--- src/rtl/dmem_responder.sv ---
// dmem_responder: RV32I data-memory responder with req/resp handshakes, wait states and byte lanes.
// Optional feature: define DMEM_MISALIGN_CHECK_EN to reject misaligned halfword/word accesses;
// when undefined, offending low address bits are ignored (forced alignment).
module dmem_responder #(
    parameter int DEPTH_WORDS = 32,
    parameter int WAIT_CYCLES = 1
) (
    input  logic        clk,
    input  logic        reset,
    input  logic        req_valid,
    output logic        req_ready,
    input  logic        req_we,
    input  logic [2:0]  req_funct3,
    input  logic [31:0] req_addr,
    input  logic [31:0] req_wdata,
    output logic        resp_valid,
    input  logic        resp_ready,
    output logic [31:0] resp_rdata,
    output logic        resp_err
);
    localparam int AW = $clog2(DEPTH_WORDS);

    typedef enum logic [1:0] {IDLE, WAIT, RESP} state_t;

    state_t      state_q, state_d;
    logic [3:0]  cnt_q, cnt_d;
    logic        we_q, we_d;
    logic [2:0]  f3_q, f3_d;
    logic [31:0] addr_q, addr_d;
    logic [31:0] wdata_q, wdata_d;
    logic        resp_valid_q, resp_valid_d;
    logic [31:0] resp_rdata_q, resp_rdata_d;
    logic        resp_err_q, resp_err_d;
    logic [31:0] mem_q [DEPTH_WORDS];

    logic        a_we;
    logic [2:0]  a_f3;
    logic [31:0] a_addr;
    logic [31:0] a_wdata;
    logic [AW-1:0] idx;
    logic [1:0]  off;
    logic [31:0] word;
    logic [31:0] shifted;
    logic [31:0] wshift;
    logic [31:0] mem_word_d;
    logic [3:0]  lane_mask;
    logic [31:0] rdata;
    logic        bad_f3;
    logic        misal;
    logic        err;
    logic        accept;
    logic        go_resp;
    logic        mem_we;
    logic        unused_addr_bits;

    assign req_ready  = (state_q == IDLE) && !reset;
    assign resp_valid = resp_valid_q;
    assign resp_rdata = resp_rdata_q;
    assign resp_err   = resp_err_q;
    assign accept     = req_valid && req_ready;
    assign unused_addr_bits = ^{req_addr[31:AW+2], addr_q[31:AW+2]};

    // Decode the access that commits on the edge entering RESP; with zero wait states that is the incoming request
    always_comb begin
        a_we      = (state_q == IDLE) ? req_we     : we_q;
        a_f3      = (state_q == IDLE) ? req_funct3 : f3_q;
        a_addr    = (state_q == IDLE) ? req_addr   : addr_q;
        a_wdata   = (state_q == IDLE) ? req_wdata  : wdata_q;
        idx       = a_addr[AW+1:2];
        word      = mem_q[idx];
        bad_f3    = a_we ? (a_f3[2] || a_f3[1:0] == 2'b11) : (a_f3 == 3'b011 || a_f3[2:1] == 2'b11);
`ifdef DMEM_MISALIGN_CHECK_EN
        misal     = (a_f3[1:0] == 2'b01 && a_addr[0]) || (a_f3[1:0] == 2'b10 && a_addr[1:0] != 2'b00);
`else
        misal     = 1'b0;
`endif
        err       = bad_f3 || misal;
        off       = (a_f3[1:0] == 2'b00) ? a_addr[1:0] : (a_f3[1:0] == 2'b01) ? {a_addr[1], 1'b0} : 2'b00;
        shifted   = word >> {off, 3'b000};
        rdata     = (err || a_we) ? 32'h0 :
                    (a_f3 == 3'b000) ? {{24{shifted[7]}}, shifted[7:0]} :
                    (a_f3 == 3'b100) ? {24'h0, shifted[7:0]} :
                    (a_f3 == 3'b001) ? {{16{shifted[15]}}, shifted[15:0]} :
                    (a_f3 == 3'b101) ? {16'h0, shifted[15:0]} : shifted;
        lane_mask = ((a_f3[1:0] == 2'b00) ? 4'b0001 : (a_f3[1:0] == 2'b01) ? 4'b0011 : 4'b1111) << off;
        wshift    = a_wdata << {off, 3'b000};
        for (int i = 0; i < 4; i++) mem_word_d[8*i +: 8] = lane_mask[i] ? wshift[8*i +: 8] : word[8*i +: 8];
        go_resp   = (accept && WAIT_CYCLES == 0) || (state_q == WAIT && cnt_q == 4'd1);
        mem_we    = go_resp && a_we && !err;
    end

    // Next-state logic: capture on accept, count wait states, hold the response until it is taken
    always_comb begin
        state_d      = state_q;
        cnt_d        = cnt_q;
        we_d         = we_q;
        f3_d         = f3_q;
        addr_d       = addr_q;
        wdata_d      = wdata_q;
        resp_valid_d = resp_valid_q;
        resp_rdata_d = resp_rdata_q;
        resp_err_d   = resp_err_q;
        case (state_q)
            IDLE: if (accept) begin
                we_d    = req_we;
                f3_d    = req_funct3;
                addr_d  = req_addr;
                wdata_d = req_wdata;
                cnt_d   = 4'(WAIT_CYCLES);
                state_d = (WAIT_CYCLES == 0) ? RESP : WAIT;
            end
            WAIT: begin
                cnt_d   = cnt_q - 4'd1;
                state_d = (cnt_q == 4'd1) ? RESP : WAIT;
            end
            RESP: if (resp_ready) begin
                state_d      = IDLE;
                resp_valid_d = 1'b0;
            end
            default: state_d = IDLE;
        endcase
        if (go_resp) begin
            resp_valid_d = 1'b1;
            resp_rdata_d = rdata;
            resp_err_d   = err;
        end
    end

    // FSM and registered response outputs
    always_ff @(posedge clk or posedge reset) begin
        if (reset) begin
            state_q      <= IDLE;
            cnt_q        <= 4'd0;
            we_q         <= 1'b0;
            f3_q         <= 3'd0;
            addr_q       <= 32'h0;
            wdata_q      <= 32'h0;
            resp_valid_q <= 1'b0;
            resp_rdata_q <= 32'h0;
            resp_err_q   <= 1'b0;
        end else begin
            state_q      <= state_d;
            cnt_q        <= cnt_d;
            we_q         <= we_d;
            f3_q         <= f3_d;
            addr_q       <= addr_d;
            wdata_q      <= wdata_d;
            resp_valid_q <= resp_valid_d;
            resp_rdata_q <= resp_rdata_d;
            resp_err_q   <= resp_err_d;
        end
    end

    // Storage array: cleared by reset, byte-lane merged write on the commit edge
    always_ff @(posedge clk or posedge reset) begin
        if (reset) begin
            for (int i = 0; i < DEPTH_WORDS; i++) mem_q[i] <= 32'h0;
        end else if (mem_we) begin
            mem_q[idx] <= mem_word_d;
        end
    end
endmodule

--- config.mk ---
export PLATFORM = sky130hd
export DESIGN_NAME = dmem_responder
export DESIGN_NICKNAME = d
export VERILOG_FILES = /design/src/rtl/dmem_responder.sv
export SDC_FILE = /design/constraint.sdc
export NUM_CORES = 2
export LEC_CHECK = 0
export ABC_AREA = 1
export BUFFER_PORTS_ARGS = -buffer_cell sky130_fd_sc_hd__buf_2
export CAP_MARGIN = 20
export CORE_MARGIN = 4
export CORE_UTILIZATION = 45
export DETAILED_ROUTE_END_ITERATION = 8
export GPL_TIMING_DRIVEN = 0
export PLACE_DENSITY_LB_ADDON = 0.08
export SLEW_MARGIN = 20
export SYNTH_ARGS = -nofsm -noshare
export SYNTH_HDL_FRONTEND = slang
export SYNTH_SLANG_ARGS = --single-unit
--- constraint.sdc ---
create_clock -name clk -period 62.6 [get_ports clk]
set_clock_uncertainty 0.1 [all_clocks]
set_input_delay 3.13 -clock clk [delete_from_list [all_inputs] [get_ports clk]]
set_output_delay 3.13 -clock clk [all_outputs]
set_load 0.05 [all_outputs]
==> results.json <==
{
  "cts_root_buf": "clkbuf_16",
  "rr_endpoint": "mem_q[710]",
  "regToRegStartpoint": "state_q[1]",
  "synth_compound_area_share_pct": 15.2,
  "crit_type": "in -> reg",
  "ant_nets": 0,
  "synth_nets": 7069,
  "grt_pass1_vias": 47100,
  "antenna_found_initial": 5,
  "synth.distinct_cells": 43,
  "finalNetCount": 7302,
  "synth_fa_ha_area_share_pct": 0.0474,
  "grt_max_degree": 103,
  "synth_edf_count": 0,
  "required_ns": 63.14,
  "worstSetupEndpointType": "flip-flop",
  "r2r_cells": 16,
  "cp-start-kind": "input pin",
  "yosysTopAreaCellShare_pct": 52.5,
  "post-cts-setup-buffer-count": 0,
  "finalSetupViolCount": 0,
  "cts_tree": "built",
  "cp.arrival_ns": 7.75,
  "clkLatencyLatePin_ns": 0.79,
  "track_usage_pct": 38.1,
  "drt-initial-drc-count": 6331,
  "cap_viol_max_count": 0,
  "r2r_slack_ns": 57.35,
  "die_height_um": 351,
  "synthTopCellsByArea": "dfrtp_1, nand2_1, o21ai_0",
  "fin_crit_sh_pct": 11.5,
  "worst_pin_slew_ns": 1.25,
  "drt_drc_violations_left": 0,
  "yosysTopAreaCell": "dfrtp_1",
  "ys_ff_latch": 1107,
  "fillers": 11800,
  "synth_top_family_by_area": "simple AND/OR/NAND/NOR gates",
  "maxClockFrequency_ghz": 0.139,
  "synth_xor_area_share_pct": 0.0332,
  "initial_core_util_pct": 45.4,
  "multi_input_area_um2": 20600,
  "globalplace.congestion": 0.997,
  "maxSlewHeadroom_pct": 16.5,
  "whs_path_depth": 2,
  "drv_slew": 0,
  "syn_inst": 6995,
  "first_pass_iters": 6,
  "synth-simple-area-share_pct": 23.6,
  "clock_path_buffers": 3,
  "synth_warnings": 0,
  "clk_pin_slew_ns": 0.06,
  "cts_buffers": 133,
  "h-tree-depth": 4,
  "fin_crit_ns": 7.21,
  "seq_area_um2": 27700,
  "synth_mux_area_share_pct": 0,
  "viasPerCell": 5.67,
  "via_count": 50100,
  "cp_max_fo": 10,
  "grt_setup_unrepaired": "false",
  "synth_area_per_cell_um2": 7.55,
  "synth_seq_area_share_pct": 52.5,
  "synthArstFlopShare_pct": 100,
  "rows": 125,
  "pin_count": 107,
  "final_hold_viol_count": 0,
  "netlist_area_um2": 52800,
  "clock-sinks": 1107,
  "hpwl_mm": 174,
  "fin_tns_setup_ns": 0,
  "areaGrowthSynthToFinish_pct": 13.3,
  "io_buffers": 81,
  "synthFlopType": "dfrtp_1",
  "cts_hold_buf": 0,
  "worstHoldStart": "resp_rdata[13]",
  "coreArea_um2": 116000,
  "status": "complete, no violations",
  "ctsResizeCount": 0,
  "grt_overflow_total": 0,
  "hold_path_class": "reg -> reg",
  "holdPathEnd": "resp_rdata[13]",
  "wl_per_cell_um": 26.6,
  "final_layout_size_suffix_gt1_share_pct": 7.19,
  "grt_pass1_wl_mm": 334,
  "drt_wl_total_mm": 235,
  "die-area_um2": 123000,
  "die_w_um": 351
}
## cells by family after synthesis
family,Yosys count
buffers and inverters,1109
adder cells (fa/ha/maj),2
flip-flops,1107
XOR/XNOR,2
AND/OR/NAND/NOR,3236
AO/OA/AOI/OAI,1539
## worst max-delay path, cell delays in order
cell     delay, ns
buf_2         0.10
inv_1         0.06
nand2_1       0.44
nand2_4       0.23
nor2_2        0.76
buf_2         0.45
buf_2         0.46
nand2_1       0.09
o21ai_0       0.10
o21ai_0       0.37
nand2_1       0.15
nor2_1        0.07
nand4_1       0.29
nand2_1       0.09
o21ai_1       0.39
buf_2         0.41
o21ai_0       0.12
## metrics by stage
| step | setup WS, ns | instance area (um2) | std cells | util, % | hold slack, ns |
|---|---|---|---|---|---|
| after floorplan | 28.20 | 52800 | 6995 | - | 0.344 |
| after global placement | 14.21 | 55100 | 8600 | 47.4 | 0.360 |
| after detailed placement | 54.80 | 55500 | 8616 | 47.7 | 0.365 |
| after CTS | 55.61 | 59800 | 8842 | 51.4 | 0.381 |
| after global routing | 55.40 | 59800 | 8843 | 51.4 | 0.393 |
| final | 55.39 | 59800 | 8845 | 51.4 | 0.378 |
## worst max-delay path by stage
| stage | from | end | slack (ns) | cells after the start |
|---|---|---|---|---|
| finish | req_addr[2] | mem_q[710] | 55.39 | 17 |
| global route | req_addr[2] | mem_q[742] | 55.40 | 17 |
| CTS | req_addr[2] | mem_q[678] | 55.61 | 17 |
| detailed placement | req_addr[2] | mem_q[678] | 54.80 | 17 |
| global placement | reset | mem_q[662] | 14.21 | 2 |
| floorplan | reset | addr_q[0] | 28.20 | 1 |
## state kept, by name (all words and copies together), names as in the netlist
name and cells:
resp_err 1, we_q 1, cnt_q 4, resp_valid 1, mem_q 1024, wdata_q 32
f3_q 3, addr_q 7, state_q 2, resp_rdata 32
## Yosys cell counts, types with 10 or more instances
library cell / n
o21ai_0: 1035
buf_4: 30
nand3_1: 60
nand2_1: 2871
o221ai_1: 13
o21ai_1: 323
o22ai_1: 89
nor2_1: 243
o21ai_2: 14
nand2_2: 10
nand4_1: 21
buf_2: 133
buf_1: 22
clkbuf_1: 302
dfrtp_1: 1107
buf_6: 14
inv_1: 600
a21oi_1: 34
## final cells by class
type | instances | share of cell area [%]
Antenna cell | 2 | 0.00836
Buffer | 502 | 3.80
Clock buffer | 204 | 6.67
Clock inverter | 22 | 0.519
Inverter | 607 | 3.82
Multi-Input combinational cell | 4779 | 34.3
Sequential cell | 1107 | 46.3
Tap cell | 1524 | 3.19
Timing Repair Buffer | 98 | 1.35
## cell usage in the layout (no fill, tap or decap), types with 5 or more instances in the layout
master     count
o221ai_1      13
a31oi_2        5
o21ai_0     1034
buf_4         31
bufinv_16      5
buf_2        214
nor3_1         8
nand2_2       10
clkbuf_2       5
o21ai_2       14
inv_2          5
nand2_1     2871
a21oi_1       34
nand3_1       60
buf_16        13
o211ai_1       5
nor3_2         6
clkinv_2      10
clkbuf_1     337
clkbuf_16    140
inv_1        599
buf_1         22
clkbuf_8      25
o22ai_1       89
o31ai_1        9
buf_6         16
nor2_1       243
o21ai_1      324
clkinv_8       5
nand4_1       21
dfrtp_1     1107
## metal layers
metal | up-vias | GRT usage (%) | share of wire [%]
li1 | 22500 | - | -
met1 | 24500 | 49.2 | 39
met2 | 2537 | 57.7 | 44
met3 | 689 | 7.77 | 9.0
met4 | 0 | 26.7 | 8.3
met5 | - | 0 | 0
Power is left out: the tool's default activity adds up to more than one toggle a clock period on the data nets, which glitch-free logic cannot reach.
